## src/rtl/cpu_perf_pkg.sv

```systemverilog
// Shared types and constants for the pipeline performance monitor.
// State encoding and readout word selects are common to RTL and bench.
package cpu_perf_pkg;

    localparam int DEFAULT_CNT_W = 32;

    typedef enum logic [1:0] {
        IDLE = 2'd0,
        RUN  = 2'd1,
        HALT = 2'd2
    } perf_state_t;

    localparam logic [2:0] SEL_CYCLE   = 3'd0;
    localparam logic [2:0] SEL_STALL   = 3'd1;
    localparam logic [2:0] SEL_FLUSH   = 3'd2;
    localparam logic [2:0] SEL_RETIRE  = 3'd3;
    localparam logic [2:0] SEL_LAST_PC = 3'd4;
    localparam logic [2:0] SEL_STATUS  = 3'd5;

endpackage

```

## src/rtl/perf_sat_counter.sv

```systemverilog
// Saturating event counter with synchronous clear; clear wins over increment.
module perf_sat_counter
    import cpu_perf_pkg::*;
#(
    parameter int CNT_W = DEFAULT_CNT_W
) (
    input  logic             clk_i,
    input  logic             rst_i,
    input  logic             clr_i,
    input  logic             inc_i,
    output logic [CNT_W-1:0] cnt_o
);

    logic [CNT_W-1:0] cnt_q;
    logic [CNT_W-1:0] cnt_d;

    always_comb begin
        cnt_d = cnt_q;
        if (clr_i) begin
            cnt_d = '0;
        end else if (inc_i && (cnt_q != {CNT_W{1'b1}})) begin
            cnt_d = cnt_q + CNT_W'(1);
        end
    end

    always_ff @(posedge clk_i or negedge rst_i) begin
        if (!rst_i) begin
            cnt_q <= '0;
        end else begin
            cnt_q <= cnt_d;
        end
    end

    assign cnt_o = cnt_q;

endmodule

```

## src/rtl/pipe_perf_monitor.sv

```systemverilog
// Performance monitor beside the five-stage CPU pipeline: run FSM with cycle
// limit, four saturating event counters, last PC and a frozen snapshot bank.
module pipe_perf_monitor
    import cpu_perf_pkg::*;
#(
    parameter int CNT_W      = DEFAULT_CNT_W,
    parameter int PC_W       = 32,
    parameter int MAX_CYCLES = 20
) (
    input  logic             clk_i,
    input  logic             rst_i,
    input  logic             start_i,
    input  logic             clear_i,
    input  logic             hazard_stall_i,
    input  logic             jump_i,
    input  logic             branch_i,
    input  logic             flush_i,
    input  logic             retire_i,
    input  logic [PC_W-1:0]  pc_i,
    input  logic             snap_req_i,
    input  logic             snap_ack_i,
    input  logic [2:0]       rd_sel_i,
    output logic             snap_valid_o,
    output logic [CNT_W-1:0] rd_data_o,
    output logic             halt_o,
    output logic             running_o
);

    localparam logic [CNT_W-1:0] LIMIT_M1 = CNT_W'(MAX_CYCLES - 1);

    perf_state_t      state_q, state_d;
    logic             halt_q, halt_d;
    logic             running_q, running_d;
    logic [PC_W-1:0]  last_pc_q, last_pc_d;
    logic [CNT_W-1:0] cycle_cnt, stall_cnt, flush_cnt, retire_cnt;
    logic [CNT_W-1:0] pc_ext;
    logic             in_run;
    logic             limit_hit;

    logic             snap_valid_q, snap_valid_d;
    logic [CNT_W-1:0] snap_cycle_q, snap_cycle_d;
    logic [CNT_W-1:0] snap_stall_q, snap_stall_d;
    logic [CNT_W-1:0] snap_flush_q, snap_flush_d;
    logic [CNT_W-1:0] snap_retire_q, snap_retire_d;
    logic [CNT_W-1:0] snap_pc_q, snap_pc_d;
    perf_state_t      snap_state_q, snap_state_d;
    logic             snap_halt_q, snap_halt_d;

    assign in_run    = (state_q == RUN);
    // The cycle that bumps the counter to the limit is the one that halts.
    assign limit_hit = (MAX_CYCLES != 0) && in_run && (cycle_cnt == LIMIT_M1);

    perf_sat_counter #(.CNT_W(CNT_W)) u_cycle (
        .clk_i(clk_i), .rst_i(rst_i), .clr_i(clear_i),
        .inc_i(in_run), .cnt_o(cycle_cnt)
    );
    perf_sat_counter #(.CNT_W(CNT_W)) u_stall (
        .clk_i(clk_i), .rst_i(rst_i), .clr_i(clear_i),
        .inc_i(in_run && hazard_stall_i && !jump_i && !branch_i), .cnt_o(stall_cnt)
    );
    perf_sat_counter #(.CNT_W(CNT_W)) u_flush (
        .clk_i(clk_i), .rst_i(rst_i), .clr_i(clear_i),
        .inc_i(in_run && flush_i), .cnt_o(flush_cnt)
    );
    perf_sat_counter #(.CNT_W(CNT_W)) u_retire (
        .clk_i(clk_i), .rst_i(rst_i), .clr_i(clear_i),
        .inc_i(in_run && retire_i), .cnt_o(retire_cnt)
    );

    generate
        if (PC_W >= CNT_W) begin : g_pc_trunc
            assign pc_ext = last_pc_q[CNT_W-1:0];
        end else begin : g_pc_zext
            assign pc_ext = {{(CNT_W-PC_W){1'b0}}, last_pc_q};
        end
    endgenerate

    always_comb begin
        state_d   = state_q;
        halt_d    = halt_q;
        last_pc_d = last_pc_q;
        case (state_q)
            IDLE: if (start_i) state_d = RUN;
            RUN: begin
                if (limit_hit && !clear_i) begin
                    state_d = HALT;
                    halt_d  = 1'b1;
                end else if (!start_i) begin
                    state_d = IDLE;
                end
            end
            HALT: if (clear_i) state_d = IDLE;
            default: state_d = IDLE;
        endcase
        if (in_run) last_pc_d = pc_i;
        if (clear_i) begin
            halt_d    = 1'b0;
            last_pc_d = '0;
        end
        running_d = (state_d == RUN);
    end

    // Ack has priority: a request arriving while valid is always dropped.
    always_comb begin
        snap_valid_d  = snap_valid_q ? !snap_ack_i : snap_req_i;
        snap_cycle_d  = snap_cycle_q;
        snap_stall_d  = snap_stall_q;
        snap_flush_d  = snap_flush_q;
        snap_retire_d = snap_retire_q;
        snap_pc_d     = snap_pc_q;
        snap_state_d  = snap_state_q;
        snap_halt_d   = snap_halt_q;
        if (snap_req_i && !snap_valid_q) begin
            snap_cycle_d  = cycle_cnt;
            snap_stall_d  = stall_cnt;
            snap_flush_d  = flush_cnt;
            snap_retire_d = retire_cnt;
            snap_pc_d     = pc_ext;
            snap_state_d  = state_q;
            snap_halt_d   = halt_q;
        end
    end

    always_ff @(posedge clk_i or negedge rst_i) begin
        if (!rst_i) begin
            state_q       <= IDLE;
            halt_q        <= 1'b0;
            running_q     <= 1'b0;
            last_pc_q     <= '0;
            snap_valid_q  <= 1'b0;
            snap_cycle_q  <= '0;
            snap_stall_q  <= '0;
            snap_flush_q  <= '0;
            snap_retire_q <= '0;
            snap_pc_q     <= '0;
            snap_state_q  <= IDLE;
            snap_halt_q   <= 1'b0;
        end else begin
            state_q       <= state_d;
            halt_q        <= halt_d;
            running_q     <= running_d;
            last_pc_q     <= last_pc_d;
            snap_valid_q  <= snap_valid_d;
            snap_cycle_q  <= snap_cycle_d;
            snap_stall_q  <= snap_stall_d;
            snap_flush_q  <= snap_flush_d;
            snap_retire_q <= snap_retire_d;
            snap_pc_q     <= snap_pc_d;
            snap_state_q  <= snap_state_d;
            snap_halt_q   <= snap_halt_d;
        end
    end

    always_comb begin
        rd_data_o = '0;
        case (rd_sel_i)
            SEL_CYCLE:   rd_data_o = snap_cycle_q;
            SEL_STALL:   rd_data_o = snap_stall_q;
            SEL_FLUSH:   rd_data_o = snap_flush_q;
            SEL_RETIRE:  rd_data_o = snap_retire_q;
            SEL_LAST_PC: rd_data_o = snap_pc_q;
            SEL_STATUS:  rd_data_o = CNT_W'({snap_state_q, snap_halt_q});
            default:     rd_data_o = '0;
        endcase
    end

    assign snap_valid_o = snap_valid_q;
    assign halt_o       = halt_q;
    assign running_o    = running_q;

endmodule

```

## config.mk

```make
export PLATFORM = sky130hd
export DESIGN_NAME = pipe_perf_monitor
export DESIGN_NICKNAME = d
export VERILOG_FILES = /design/src/rtl/cpu_perf_pkg.sv /design/src/rtl/perf_sat_counter.sv /design/src/rtl/pipe_perf_monitor.sv
export SDC_FILE = /design/constraint.sdc
export NUM_CORES = 1
export LEC_CHECK = 0
export ABC_AREA = 0
export BUFFER_PORTS_ARGS = -buffer_cell sky130_fd_sc_hd__buf_2
export CAP_MARGIN = 20
export CORE_MARGIN = 1
export CORE_UTILIZATION = 36
export CTS_CLUSTER_DIAMETER = 200
export DETAILED_ROUTE_END_ITERATION = 10
export PLACE_DENSITY_LB_ADDON = 0.3
export SLEW_MARGIN = 10
export SYNTH_ARGS = -nofsm -noshare
export SYNTH_HDL_FRONTEND = slang
export SYNTH_HIERARCHICAL = 1
export SYNTH_SLANG_ARGS = --single-unit
```

## constraint.sdc

```tcl
create_clock -name clk_i -period 3 [get_ports clk_i]
set_clock_uncertainty 0.1 [all_clocks]
set_input_delay 0.9 -clock clk_i [delete_from_list [all_inputs] [get_ports clk_i]]
set_output_delay 0.9 -clock clk_i [all_outputs]
set_load 0.02 [all_outputs]
```

After elaboration in Yosys (flattened, before gate mapping)
Index checks and enable logic that the tools add are counted.

storage, ports and cells
  bits of input ports = 46
  register bits = 328
  output and inout bits = 35

operators by class
  mux-type cells = 20
  $add $sub $neg = 4
  reduce and logical (&&, ||, !) cells = 26
  equal/unequal tests = 13

operators with widths
  kind                                            count
  2-to-1 mux 32 bit                               10
  case mux 32 bit (6 select lines)                1
  adder 32 x 1 -> 32 bit, second input constant   4
  != test 32 bit, second input constant           4
  == test 32 x 5 -> 1 bit, second input constant  1
  logical AND 1 bit                               12
  nonzero test 2 bit                              6
  2-to-1 mux 2 bit                                4
  == test 3 x 2 -> 1 bit, second input constant   2
  == test 3 bit, second input constant            2
  case mux 2 bit (3 select lines)                 1
  logical NOT 1 bit                               5
  == test 2 x 1 -> 1 bit, second input constant   2
  2-to-1 mux 1 bit                                4
  == test 3 x 1 -> 1 bit, second input constant   1
  logical NOT 3 bit                               1
  == test 2 bit, second input constant            1
  logical NOT 2 bit                               1
  AND reduction 2 bit                             1

Logic depth before layout (Yosys ltp)
  depth after elaboration = 7
  gate-level depth with buffers = 12
  depth with buffers taken out = 8

By module
The synthesis kept the hierarchy.

by module, submodules not included
  module             cells each  area an instance (µm²)  seq. area each (µm²)  instances
  pipe_perf_monitor  987         8883.5                  5004.8                1
  perf_sat_counter   198         1854.3                  800.8                 4

Worst setup path after synthesis
OpenSTA, ideal clock, no wires.

  kind = input -> output
  start = in rd_sel_i[1]
  end = out rd_data_o[27]
  path slack = 0.026 ns
  stages on the path = 6
  arrival time = 1.974 ns
  data required time = 2.000 ns
  cells stage by stage = buf_2 > nor2b_1 > buf_2 > buf_2 > a22oi_1 > o22ai_1

between the ends
  word-level cells in the longest chain between the ends = 2
  elaborated cells between the ends (all ways) = 7
  those cells by class = eq/ne: 5; mux: 1; reduce/logical: 1

ends and longest elaborated chain
  element                                line                      source
  start: declaration                     pipe_perf_monitor.sv:22   input logic [2:0] rd_sel_i,
  == test 3 bit (tied with other cells)  pipe_perf_monitor.sv:156  case (rd_sel_i)
  case mux 32 bit (6 select lines) *     pipe_perf_monitor.sv:156
  end: declaration                       pipe_perf_monitor.sv:24   output logic [CNT_W-1:0] rd_data_o,

Mark *: on every way between the ends. The rest lies on a longest branch, timed or not.

Final worst setup path
  start = in rd_sel_i[0]
  end = out rd_data_o[1]

The elaborated chain is that of the path after synthesis.

==> results.toml <==
[status]
outcome = "finished with violations"
violations = "negative setup slack"

[place]
port_buffers = 80
dp_slack_ns = -0.2149
gp_congestion = 0.9444
dpl.hpwl_um = 34820

[grt]
grt-ovfl-total = 0
antenna_found_initial = 0
grt_start_max_net_pins = 110
grt_pass1_wl_um = 77200
first_global_vias = 13060
gr-usage-all-layers_pct = 21.32

[worst_setup_path]
setup.worst_path.class = "in2out"
crit_required_ns = 2.00
crit_path_frequent_cell = "buf_12"
worstPathMaxFanout = 5
start_kind = "input port"
crit_path_cell_trace = "buf_12 > buf_12 > mux4_2 > mux2_4 > buf_6"
critPathMaxStageDelay_ns = 0.48
r2r_setup_slack_ns = 0.17
startpoint = "rd_sel_i[0]"
crit_end = "rd_data_o[1]"
end_kind = "primary output"
reg2reg_from = "state_q[1]$_DFF_PN0_"
worst_r2r_endpoint = "u_flush/cnt_o[21]$_DFFE_PN0P_"
cp.arrival_ns = 2.07
crit_slowest_cell = "mux4_2"
r2r.worst_path.cells = 9

[power]
powerDensity_nw_per_um2 = 520.6
peakVddDrop_mv = 0.3048
p_leak_uw = 0.009070

[sta]
min_period_ns = 3.072
setup_tns_ns = -0.09248
hold_viol = 0
setup_violations = 2
fmax_mhz = 325.5
period_share_pct = 102.4
rsz0062_at_grt = "true"
fin_ws_ns = -0.07200
slew_headroom_pct = 53.20
drv_slew = 0
tightest_slew_ns = 0.6962

[routing]
via_per_inst = 5.408
post_drt_wl_per_cell_um = 19.61
drcViolationCount = 0
drt_iter0_drc = 1425
first_pass_iters = 5
ant_nets = 0
wirelength_um = 48880
vias = 13480

[clock_network]
clk_path_buf_depth = 3
cts.clk_slew.worst_paths_ns = 0.06
cts_sinks = 328
cts_buffers = 38
insertion_delay_ns = 0.54
ctsRootBufferMaster = "clkbuf_16"
htree_levels = 2
cts_tree = "built"

[cells_and_area]
utilization_pct = 43.30
insertedDiodeCount = 0
ff_latch_area_um2 = 8208
nFillCells = 4257
layout.nets = 1924
multi_input_area_um2 = 7647
area_delta_synth_final_pct = 17.97
drive_gt1_share_pct = 17.16

[synthesis]
synth-edff-count = 0
synth-seq-cells = 328
yosysUniqueCellTypes = 56
syn-instance-count = 1779
async_flop_share_pct = 100.0
synth-compound-area-share_pct = 8.942
synth.net_count = 1829
synth_top_family_by_area = "simple AND/OR/NAND/NOR gates"
synth_ff_type = "dfrtp_1"
ys_warn_count = 6
synth-seq-area-share_pct = 50.35
syn_area_per_cell_um2 = 9.163
muxShareOfSynthArea_pct = 6.709
netlist_area_um2 = 16300
synth_fa_ha_area_share_pct = 0.3070
synth-simple-area-share_pct = 27.48
synthXorXnorAreaFrac_pct = 2.794

[flow_run]
drv_cap = 0

[floorplan]
die_w_um = 214.8
start_util_pct = 36.70
core_um2 = 44410
die_area_um2 = 46130
num_io_pins = 81
rows = 77
fp.dieH_um = 214.8

[worst_hold_path]
hold_path.class = "in2async"
## worst max-delay path: cells and delay by family
family                 cells  cell delay, ns
muxes                      2            0.80
buffers and inverters      3            0.37
## metal layers
metal  global-route usage, %  share of wire [%]  vias to the layer above
li1                        -                  -                     6259
met1                   31.16                 46                     6713
met2                   31.51                 44                      421
met3                   3.185                5.7                       83
met4                   8.548                4.0                        0
met5                       0                  0                        -
## synthesized netlist by cell type, types with 14 or more instances
| cell | n | area, um^2 |
|---|---|---|
| nand2_1 | 597 | 2241 |
| dfrtp_1 | 328 | 8208 |
| nor2_1 | 106 | 397.9 |
| a21oi_1 | 76 | 380.4 |
| nand3_1 | 48 | 240.2 |
| mux2_2 | 40 | 450.4 |
| xnor2_1 | 40 | 350.3 |
| clkbuf_1 | 39 | 146.4 |
| buf_2 | 36 | 180.2 |
| inv_1 | 32 | 120.1 |
| and3_1 | 28 | 175.2 |
| mux2i_1 | 26 | 260.3 |
| nand4_1 | 26 | 162.7 |
| nor2b_1 | 26 | 162.7 |
| a211oi_1 | 20 | 150.1 |
| nor4_1 | 20 | 125.1 |
| o21ai_0 | 20 | 100.1 |
| or3_1 | 20 | 125.1 |
| a22oi_1 | 19 | 142.6 |
| o22ai_1 | 19 | 118.9 |
| nor3_1 | 17 | 85.08 |
| and2_1 | 14 | 87.58 |
## power breakdown
group,internal [uW],leakage [uW],total (uW),switching (uW)
clock network,2780,0.000606,4630,1850
registers,4530,0.00453,4620,97.5
logic,251,0.00393,758,507
total,7550,0.00907,10000,2460
## state kept, by name, indices dropped and copies added, names as in the netlist, 2 cells and up
| signal | count |
|---|---|
| last_pc_q | 32 |
| snap_cycle_q | 32 |
| snap_flush_q | 32 |
| snap_pc_q | 32 |
| snap_retire_q | 32 |
| snap_stall_q | 32 |
| u_cycle/cnt_o | 32 |
| u_flush/cnt_o | 32 |
| u_retire/cnt_o | 32 |
| u_stall/cnt_o | 32 |
| snap_state_q | 2 |
| state_q | 2 |
## cells by family after synthesis
logic type | count (synthesis)
compound gates | 217
xor+xnor | 52
fa+ha+maj | 4
buf+inv | 124
flops | 328
mux | 83
simple gates | 971
## cell type report
| cell class | count | area share (%) |
|---|---|---|
| clock inverters | 8 | 0.5010 |
| inverters | 33 | 0.6442 |
| repair buffers | 146 | 6.637 |
| multi-input cells | 1327 | 39.77 |
| flip-flops and latches | 328 | 42.68 |
| clock buffers | 58 | 5.914 |
| well taps | 592 | 3.852 |
## cells in the final DEF, fill, tap and decap left out, types with 8 or more instances in the layout
cell       Yosys  final
a21o_1        12     12
nor2b_1       26     24
or3_1         20     20
nand3_1       48     48
o21ai_0       20     19
xnor2_1       40     40
buf_6          1     16
inv_1         32     31
mux4_2         5     13
clkbuf_1      39     10
a22o_1        10     10
nor2_1       106    106
and2_1        14     14
nor4_2         8      8
clkbuf_8       0      9
dfrtp_1      328    328
nor4_1        20     20
nand2b_1      12      9
a211oi_1      20     20
xor2_1        12     12
mux2_2        40     39
buf_4          6     48
nand2_1      597    594
a22oi_2        0     10
buf_12         1     16
o31ai_1       12     12
mux2i_1       26     26
and3_1        28     28
or4_1         12     12
nand4_1       26     26
buf_2         36     60
clkbuf_16      0     41
nor3_1        17     17
a22oi_1       19      9
a21oi_1       76     76
o22ai_1       19     15
a31o_2         8      8
## worst min path at each step
stage / startpoint / cells past startpoint / end / slack [ns]
2_1_floorplan: snap_stall_q[12]$_DFFE_PN0P_ / 2 / snap_stall_q[12]$_DFFE_PN0P_ / 0.34
3_5_place_dp: last_pc_q[21]$_DFFE_PN0P_ / 2 / snap_pc_q[21]$_DFFE_PN0P_ / 0.35
3_3_place_gp: last_pc_q[12]$_DFFE_PN0P_ / 2 / snap_pc_q[12]$_DFFE_PN0P_ / 0.35
5_1_grt: rst_i / 1 / u_cycle/cnt_o[31]$_DFFE_PN0P_ / 0.20
6_report: rst_i / 1 / u_cycle/cnt_o[31]$_DFFE_PN0P_ / 0.18
4_1_cts: rst_i / 1 / snap_cycle_q[11]$_DFFE_PN0P_ / 0.20
## through the flow
stage	instance area, um^2	power (uW)	hold WS, ns	std cells
after floorplan	16300	5041	0.3374	1779
after global placement	17680	5404	0.3486	2423
after detailed placement	17680	5415	0.3537	2423
after CTS	19130	10110	0.1974	2492
after global routing	19230	10360	0.2014	2492
final	19230	10010	0.1766	2492
## timing repair
item / 4_1_cts / 5_1_grt
setup buffers: 3 / 0
resized for setup: 62 / 18
hold buffers: 0 / 0
pin swaps: 9 / 3
setup endpoints to repair: 32 / 29
cloned: 1 / 2
(Power assumes the default switching activity.)
